`config.mk`:
```
export PLATFORM = sky130hd
export DESIGN_NAME = spi_target_loader
export DESIGN_NICKNAME = d
export VERILOG_FILES = /design/src/rtl/spi_loader_pkg.sv /design/src/rtl/spi_sync_edge.sv /design/src/rtl/spi_target_loader.sv
export SDC_FILE = /design/constraint.sdc
export NUM_CORES = 1
export LEC_CHECK = 0
export ABC_CLOCK_PERIOD_IN_PS = 9000
export CAP_MARGIN = 20
export CORE_ASPECT_RATIO = 1.25
export CORE_UTILIZATION = 55
export CTS_BUF_LIST = sky130_fd_sc_hd__clkbuf_8
export DETAILED_ROUTE_END_ITERATION = 6
export PLACE_DENSITY = 0.87
export SYNTH_ARGS = -nofsm -noshare
export SYNTH_HDL_FRONTEND = slang
export SYNTH_SLANG_ARGS = --single-unit
export TNS_END_PERCENT = 50
```
`constraint.sdc`:
```
create_clock -name clk -period 9 [get_ports clk]
set_input_delay 2.25 -clock clk [delete_from_list [all_inputs] [get_ports clk]]
set_output_delay 2.25 -clock clk [all_outputs]
set_load 0.005 [all_outputs]
```
`src/rtl/spi_loader_pkg.sv`:
```
// spi_loader_pkg: shared opcodes, FSM states and STATUS layout
// for the SPI target loader.
package spi_loader_pkg;

  localparam logic [7:0] CMD_WRITE  = 8'h02;
  localparam logic [7:0] CMD_READ   = 8'h03;
  localparam logic [7:0] CMD_STATUS = 8'h05;

  localparam int ST_PENDING = 0;
  localparam int ST_OVF     = 1;

  typedef enum logic [2:0] {
    S_IDLE,
    S_CMD,
    S_ADDR,
    S_DUMMY,
    S_WDATA,
    S_RDATA,
    S_STATUS,
    S_IGNORE
  } state_t;

  function automatic logic [7:0] status_byte(
    input logic ovf,
    input logic pending
  );
    logic [7:0] b;
    b = 8'h00;
    b[ST_OVF] = ovf;
    b[ST_PENDING] = pending;
    return b;
  endfunction

endpackage

```
`src/rtl/spi_sync_edge.sv`:
```
// spi_sync_edge: 2-flop synchronizer plus previous-value register.
// Ports: clk, reset, din -> level, rise and fall strobes (1 clk each).
module spi_sync_edge #(
  parameter logic RST_VAL = 1'b0
) (
  input  logic clk,
  input  logic reset,
  input  logic din,
  output logic level,
  output logic rise,
  output logic fall
);

  logic s1;
  logic s2;
  logic prev;

  always_ff @(posedge clk or posedge reset) begin
    if (reset) begin
      s1   <= RST_VAL;
      s2   <= RST_VAL;
      prev <= RST_VAL;
    end else begin
      s1   <= din;
      s2   <= s1;
      prev <= s2;
    end
  end

  assign level = s2;
  assign rise  = s2 & ~prev;
  assign fall  = ~s2 & prev;

endmodule

```
`src/rtl/spi_target_loader.sv`:
```
// spi_target_loader: SPI mode-0 target turning frames into single-word
// memory requests. Optional readback build: SPI_LOADER_READBACK_EN.
// Ports: clk/reset; spi_sck/spi_cs_n/spi_mosi in, spi_miso out;
// mem_wen/mem_ren/mem_addr/mem_wdata/mem_byte_select out with
// mem_rdata/mem_ready in; busy while selected or request pending.
module spi_target_loader
  import spi_loader_pkg::*;
#(
  parameter int ADDR_BITS = 24
) (
  input  logic        clk,
  input  logic        reset,
  input  logic        spi_sck,
  input  logic        spi_cs_n,
  input  logic        spi_mosi,
  output logic        spi_miso,
  output logic        mem_wen,
  output logic        mem_ren,
  output logic [31:0] mem_addr,
  output logic [31:0] mem_wdata,
  output logic [3:0]  mem_byte_select,
  input  logic [31:0] mem_rdata,
  input  logic        mem_ready,
  output logic        busy
);

  localparam logic [23:0] ADDR_MASK = 24'hFFFFFC;

  logic sck_rise, sck_fall, unused_sck_lvl;
  logic cs_lvl, cs_rise, cs_fall;
  logic mosi, unused_mosi_rise, unused_mosi_fall;

  spi_sync_edge #(.RST_VAL(1'b0)) u_sck (
    .clk(clk), .reset(reset), .din(spi_sck),
    .level(unused_sck_lvl), .rise(sck_rise), .fall(sck_fall)
  );

  spi_sync_edge #(.RST_VAL(1'b1)) u_cs (
    .clk(clk), .reset(reset), .din(spi_cs_n),
    .level(cs_lvl), .rise(cs_rise), .fall(cs_fall)
  );

  spi_sync_edge #(.RST_VAL(1'b0)) u_mosi (
    .clk(clk), .reset(reset), .din(spi_mosi),
    .level(mosi), .rise(unused_mosi_rise), .fall(unused_mosi_fall)
  );

  state_t state_q, state_d, cmd_state;

  logic [4:0]           cnt_q;
  logic [30:0]          rx_q;
  logic [31:0]          rx_next;
  logic [7:0]           cmd_q;
  logic [ADDR_BITS-1:0] addr_q, addr_inc;
  logic [31:0]          wdata_q, tx_q;
  logic wen_q, ren_q, ovf_q, miso_q;
  logic pending, field_done, rx_en, bit_end;

`ifdef SPI_LOADER_READBACK_EN
  logic [31:0] pf_q;
  logic        pf_valid_q;
`else
  logic unused_rdata;
  assign unused_rdata = ^mem_rdata;
`endif

  // CS wins over a coincident SCK edge.
  assign rx_en    = sck_rise & ~cs_rise & (state_q != S_IDLE);
  assign bit_end  = rx_en & field_done;
  assign rx_next  = {rx_q, mosi};
  assign pending  = wen_q | ren_q;
  assign addr_inc = addr_q + ADDR_BITS'(4);

  always_comb begin
    field_done = 1'b0;
    unique case (state_q)
      S_CMD, S_DUMMY, S_STATUS: field_done = (cnt_q == 5'd7);
      S_ADDR:                   field_done = (cnt_q == 5'd23);
      S_WDATA, S_RDATA:         field_done = (cnt_q == 5'd31);
      default:                  field_done = 1'b0;
    endcase
  end

  always_comb begin
    cmd_state = S_IGNORE;
    unique case (1'b1)
      rx_next[7:0] == CMD_WRITE:  cmd_state = S_ADDR;
`ifdef SPI_LOADER_READBACK_EN
      rx_next[7:0] == CMD_READ:   cmd_state = S_ADDR;
`endif
      rx_next[7:0] == CMD_STATUS: cmd_state = S_STATUS;
      default:                    cmd_state = S_IGNORE;
    endcase
  end

  always_comb begin
    state_d = state_q;
    if (cs_rise) begin
      state_d = S_IDLE;
    end else begin
      unique case (state_q)
        S_IDLE:  if (cs_fall) state_d = S_CMD;
        S_CMD:   if (bit_end) state_d = cmd_state;
        S_ADDR:
          if (bit_end)
            state_d = (cmd_q == CMD_WRITE) ? S_WDATA : S_DUMMY;
        S_DUMMY: if (bit_end) state_d = S_RDATA;
        default: state_d = state_q;
      endcase
    end
  end

  always_ff @(posedge clk or posedge reset) begin
    if (reset) state_q <= S_IDLE;
    else       state_q <= state_d;
  end

  always_ff @(posedge clk or posedge reset) begin
    if (reset) begin
      cnt_q   <= '0;
      rx_q    <= '0;
      cmd_q   <= '0;
      addr_q  <= '0;
      wdata_q <= '0;
      wen_q   <= 1'b0;
      ren_q   <= 1'b0;
      ovf_q   <= 1'b0;
      tx_q    <= '0;
      miso_q  <= 1'b0;
`ifdef SPI_LOADER_READBACK_EN
      pf_q       <= '0;
      pf_valid_q <= 1'b0;
`endif
    end else begin
      if (state_q == S_IDLE) cnt_q <= '0;
      else if (rx_en) cnt_q <= field_done ? 5'd0 : cnt_q + 5'd1;

      if (rx_en) rx_q <= rx_next[30:0];

      if (wen_q && mem_ready) begin
        wen_q  <= 1'b0;
        addr_q <= addr_inc;
      end
`ifdef SPI_LOADER_READBACK_EN
      if (ren_q && mem_ready) begin
        ren_q      <= 1'b0;
        pf_q       <= mem_rdata;
        pf_valid_q <= 1'b1;
        addr_q     <= addr_inc;
      end
`endif

      // MISO only moves on SCK falls; idle frames force it low.
      if (cs_rise || state_q == S_IDLE) begin
        tx_q   <= '0;
        miso_q <= 1'b0;
      end else if (sck_fall) begin
        miso_q <= tx_q[31];
        tx_q   <= {tx_q[30:0], 1'b0};
      end

      if (bit_end) begin
        unique case (state_q)
          S_CMD: begin
            cmd_q <= rx_next[7:0];
            tx_q  <= (rx_next[7:0] == CMD_STATUS) ?
                     {status_byte(ovf_q, pending), 24'h0} : '0;
          end
          S_ADDR: begin
            addr_q <= ADDR_BITS'(rx_next[23:0] & ADDR_MASK);
`ifdef SPI_LOADER_READBACK_EN
            if (cmd_q == CMD_READ) begin
              ren_q      <= 1'b1;
              pf_valid_q <= 1'b0;
            end
`endif
          end
          // The byte just shifted carried ovf, so the reload shows it clear.
          S_STATUS: begin
            ovf_q <= 1'b0;
            tx_q  <= {status_byte(1'b0, pending), 24'h0};
          end
          S_WDATA: begin
            if (pending) begin
              ovf_q <= 1'b1;
            end else begin
              wen_q   <= 1'b1;
              wdata_q <= rx_next;
            end
          end
`ifdef SPI_LOADER_READBACK_EN
          S_DUMMY, S_RDATA: begin
            if (pf_valid_q) begin
              tx_q       <= pf_q;
              pf_valid_q <= 1'b0;
              if (!pending) ren_q <= 1'b1;
            end else begin
              tx_q  <= '0;
              ovf_q <= 1'b1;
            end
          end
`endif
          default: ;
        endcase
      end
    end
  end

`ifdef SPI_LOADER_READBACK_EN
  assign mem_ren = ren_q;
`else
  assign mem_ren = 1'b0;
`endif

  assign spi_miso        = miso_q;
  assign mem_wen         = wen_q;
  assign mem_addr        = 32'(addr_q);
  assign mem_wdata       = wdata_q;
  assign mem_byte_select = (wen_q | mem_ren) ? 4'hF : 4'h0;
  assign busy            = ~cs_lvl | pending;

endmodule
```
# Word level (Yosys, flattened, before mapping)
# Cells that the tools add are included.
[op_classes]
addsub = 2
multipliers = 0
div = 0
order_cmp = 0
n_eq_ne = 17
shifts = 0
muxes = 29
bitwise = 15
reduce_logical = 14
[op_table]
columns = ["op", "count"]
rows = [
  ["32-bit 2-to-1 mux", 3],
  ["24-bit 2-to-1 mux", 3],
  ["32-bit case mux with 2 select lines", 1],
  ["26-bit 2-to-1 mux", 1],
  ["24-bit by 3-bit adder with 24-bit output (second input constant)", 1],
  ["3-bit 2-to-1 mux", 6],
  ["8-bit by 2-bit == test with 1-bit output (second input constant)", 2],
  ["5-bit 2-to-1 mux", 3],
  ["3-bit inequality test (second input constant)", 4],
  ["3-bit case mux with 4 select lines", 1],
  ["5-bit == test (second input constant)", 2],
  ["3-bit == test (second input constant)", 3],
  ["8-bit by 3-bit == test with 1-bit output (second input constant)", 1],
  ["1-bit AND", 7],
  ["1-bit 2-to-1 mux", 7],
  ["3-bit by 2-bit == test with 1-bit output (second input constant)", 2],
  ["1-bit inverter", 6],
  ["3-bit case mux with 2 select lines", 1],
  ["3-bit AND reduction", 2],
  ["2-bit nonzero test", 3],
  ["5-bit by 1-bit adder with 5-bit output (second input constant)", 1],
  ["5-bit by 3-bit == test with 1-bit output (second input constant)", 1],
  ["5-bit AND reduction", 1],
  ["5-bit nonzero test", 1],
  ["13 further kinds", 14],
]
[word_totals]
regBits = 146
latch_bits = 0
mem_bits_rw = 0
romBits = 0
in_bits = 38
out_inout_bits = 72
wordCells = 95
memories = 0

# Depth between registers and ports, before layout
[depth]
depth_word = 9
depth_mapped = 8
mapped_depth_nobuf = 7

# By module
# From an unflattened synthesis, not the netlist that was laid out.
[unflattened]
cells_unflattened = 415
hier_area_um2 = 4635.7
[modules_own_cells]
columns = ["module", "instances", "cells_each", "area_each_um2", "seq_area_each_um2"]
rows = [
  ["spi_target_loader", 1, 397, 4350.4, 2377.3],
  ["spi_sync_edge at u_mosi ...", 2, 6, 93.8, 75.1],
  ["spi_sync_edge at u_cs", 1, 6, 97.6, 78.8],
]

# Worst setup path after synthesis
# Ideal clock, no wire load.
[synth_timing]
kind = "register -> output"
start = "reg addr_q[10]"
end = "out mem_addr[10]"
arrival_ns = 0.361
t_required_ns = 6.750
setup_slack_ns = 6.389
stages_incl_launch_ff = 1
path_cell_list = "dfrtp_1"
[synth_rtl]
columns = ["item", "line_no", "text"]
rows = [
  ["from (decl)", "spi_target_loader.sv:54", "logic [ADDR_BITS-1:0] addr_q, addr_inc;"],
  ["from (signal assigned)", "spi_target_loader.sv:142", "addr_q <= addr_inc;"],
  ["from (signal assigned)", "spi_target_loader.sv:170", "addr_q <= ADDR_BITS'(rx_next[23:0] & ADDR_MASK);"],
  ["to (decl)", "spi_target_loader.sv:19", "output logic [31:0] mem_addr,"],
]
# No word-level cell between the ends.

# Worst setup path in the final report
[layout_timing]
start = "reg addr_q[2]"
end = "out mem_addr[2]"
# No word-level cell between the ends.

==> summary.md <==
| Metric | Value |
|---|---|
| Status | `finished, violations left` |
| Violations in the final reports | `design-rule violations` |
| Leak | `2.51 nW` |
| Buf/Inv on CP | `1` |
| Buffers on Ports | `27` |
| CP max FO | `2` |
| Syn Area/Cell | `10.3 µm²` |
| First-pass GRT wire length | `13.0 mm` |
| Instance count on the critical path | `1` |
| Num CTS Buffers | `9` |
| Worst setup path class | `reg -> out` |
| CTS sink count | `103` |
| Die W | `84.4 µm` |
| Final Hold Fails | `0` |
| Initial Utilization | `0.567` |
| Max-cap violations | `0` |
| Worst Reg-to-Reg Cells | `5` |
| Die area | `8870 µm²` |
| Worst endpoint required time | `6.75 ns` |
| Placer Congestion | `0.811` |
| Clock buffer depth | `2` |
| Post-Syn Instances | `452` |
| # resized after CTS | `0` |
| Number of synthesized flops with an enable pin | `0` |
| Drt via density | `5.14` |
| Post-DRT Antenna Nets | `0` |
| Crit path launch type | `flip-flop` |
| Area leader, netlist | `dfrtp_1` |
| Clock slew at reported path FFs | `0.11 ns` |
| Delay-heaviest family, CP | `buffers and inverters` |
| Area share of the largest cell type after synthesis | `0.536` |
| DRC | `4` |
| Grt ovf | `0` |
| Vias in the first global route | `2,798` |
| Post-synthesis cell area | `4670 µm²` |
| Rows | `37` |
| Max-slew headroom | `0.404` |
| Core box area | `8240 µm²` |
| Fmax | `284 MHz` |
| Die Ht | `105 µm` |
| Setup ws final | `5.47 ns` |
| CTS tree | `yes` |
| Slowest Stage Delay on Critical Path | `0.52 ns` |
| Slowest cell on the critical path | `clkdlybuf4s50_1` |
| Worst Tran Pin Value | `0.888 ns` |
| Most common cell in the netlist | `nand2_1` |
| Ranking of synthesized cells by area | `dfrtp_1, nand2_1, buf_4, mux2_4, a21oi_1` |
| Post-CTS Hold Buffers | `0` |
| DP HPWL | `5.01 mm` |
| Synth cell types | `42` |
| Hold Path Depth | `0` |
| Fraction of layout cells with a size suffix above 1 | `0.137` |
| CTS H-tree depth | `3` |
| Largest net degree at the start of global routing | `53` |
| Worst VDD drop | `0.105 mV` |
| I/O pins | `110` |
| Worst-Skew Late Latency | `0.37 ns` |
| RSZ-0062 raised after global routing | `no` |
| Main synth FF type | `dfrtp_1` |
| Switching pwr | `309 µW` |
| Ys Warns | `1` |
| Crit share post-route | `0.392` |
| Tot GR Track Use | `0.188` |
| CP Capture Type | `primary output` |
| HP Class | `reg -> reg` |
| Routed vias | `2,973` |
| Critical-path cell list | `clkdlybuf4s50_1` |
| Sequential-to-total area share from yosys stat | `0.553` |
| WL per Instance | `13.2 µm` |
| Top post-synthesis cells by count | `nand2_1, dfrtp_1, buf_4` |
| Clk pwr share | `0.286` |
| Reg power frac | `0.551` |
| Comb pwr share | `0.163` |
| Max Clock Skew | `0.0144 ns` |
| Switch share | `0.322` |
| Post-synth ARST share | `1.00` |
| Cell Pwr Density | `189 nW/µm²` |
| Initial DRC count | `276` |
| Drt total wl | `7.65 mm` |
| Worst slack at placement | `5.45 ns` |
| Nets | `516` |
| Diodes inserted | `0` |
| Pre-antenna DRT Iters | `7` |
| Post-CTS repair timing setup buffer count | `0` |
| Seq cells post-synth | `103` |
| Pint | `651 µW` |
| Setup_tns | `0 ns` |
| Final Critical Period | `3.53 ns` |
| Crit path DAT | `1.28 ns` |
| Clock tree root buffer cell | `clkbuf_8` |
| Initial antenna violation count | `0` |
| Fin. max-slew vios | `0` |
| Final setup fails | `0` |
| Layout area overhead | `8.55%` |
## layer usage
metal / up-vias / GRT usage / share of wire
met5: - / 0 / 0
met4: 0 / 0.100 / 0.024
met3: 15 / 0.0348 / 0.036
met2: 84 / 0.300 / 0.50
met1: 1452 / 0.247 / 0.44
li1: 1422 / - / -
## cells in the final DEF (no fill, tap or decap), types with 3 or more instances in the layout
cell,netlist,routed
nand2_1,143,143
dfrtp_1,100,100
conb_1,2,49
a21oi_1,34,34
clkdlybuf4s50_1,0,27
mux2_4,20,20
nor2_1,12,12
mux2_2,10,10
clkbuf_8,0,9
o21ai_0,5,5
buf_4,51,5
inv_1,5,4
nand2b_1,4,4
nand3_1,4,4
nor3_1,3,3
mux2i_1,3,3
nor3b_1,3,3
nor4_1,3,3
inv_6,0,3
dfstp_2,3,3
## area by class of cell
cell class	count	area (µm²)
Fill cell	653	3170
Sequential cell	103	2580
Multi-Input combinational cell	319	1780
Timing Repair Buffer	36	373
Clock buffer	9	124
Tap cell	97	121
Clock inverter	7	66.3
Inverter	7	28.8
## power by group through the flow
stage	Sequential (mW)	Combinational, mW	Clock (mW)
final	0.529	0.157	0.274
after global routing	0.534	0.177	0.299
after CTS	0.528	0.154	0.282
after detailed placement	0.536	0.153	0
after global placement	0.534	0.145	0
after floorplan	0.520	0.145	0
## kinds of logic (layout without fill, tap and decap cells)
kind of cell	Yosys count	after routing	share of synthesized area
compound gates	49	49	0.0648
xor+xnor	3	3	0.00723
fa+ha+maj	2	2	0.00536
buf+inv	77	59	0.108
flops	103	103	0.553
mux	35	35	0.100
other cells	2	49	0.00161
simple gates	181	181	0.160
## flip-flops by register name (all words and copies together), names as in the netlist, 3 cells and up
register,flops
cnt_q,5
state_q,3
addr_q,22
tx_q,32
rx_q,23
cmd_q,8
## through the flow
stage	power, mW	hold slack, ns	std cells	util	cell area (µm²)
after floorplan	0.664	0.331	499	-	4850
after global placement	0.679	0.334	558	0.584	4810
after detailed placement	0.689	0.337	559	0.588	4840
after CTS	0.963	0.358	575	0.611	5030
after global routing	1.01	0.365	578	0.615	5070
final	0.960	0.355	578	0.615	5070
## worst paths after layout
path / startpoint / slack (ns) / endpoint
hold reg to reg: u_mosi.s1$_DFF_PP0_ / 0.36 / u_mosi.level$_DFF_PP0_
min in group asynchronous: reset / 2.08 / addr_q[18]$_DFFE_PP0P_
setup / recovery: addr_q[2]$_DFFE_PP0P_ / 5.47 / mem_addr[2]
max in group asynchronous: reset / 5.91 / rx_q[0]$_DFFE_PP0P_
setup reg to reg: state_q[2]$_DFFE_PP0P_ / 6.42 / addr_q[21]$_DFFE_PP0P_
hold / removal: u_mosi.s1$_DFF_PP0_ / 0.36 / u_mosi.level$_DFF_PP0_
Note: power is estimated with default switching activity, not from simulation.
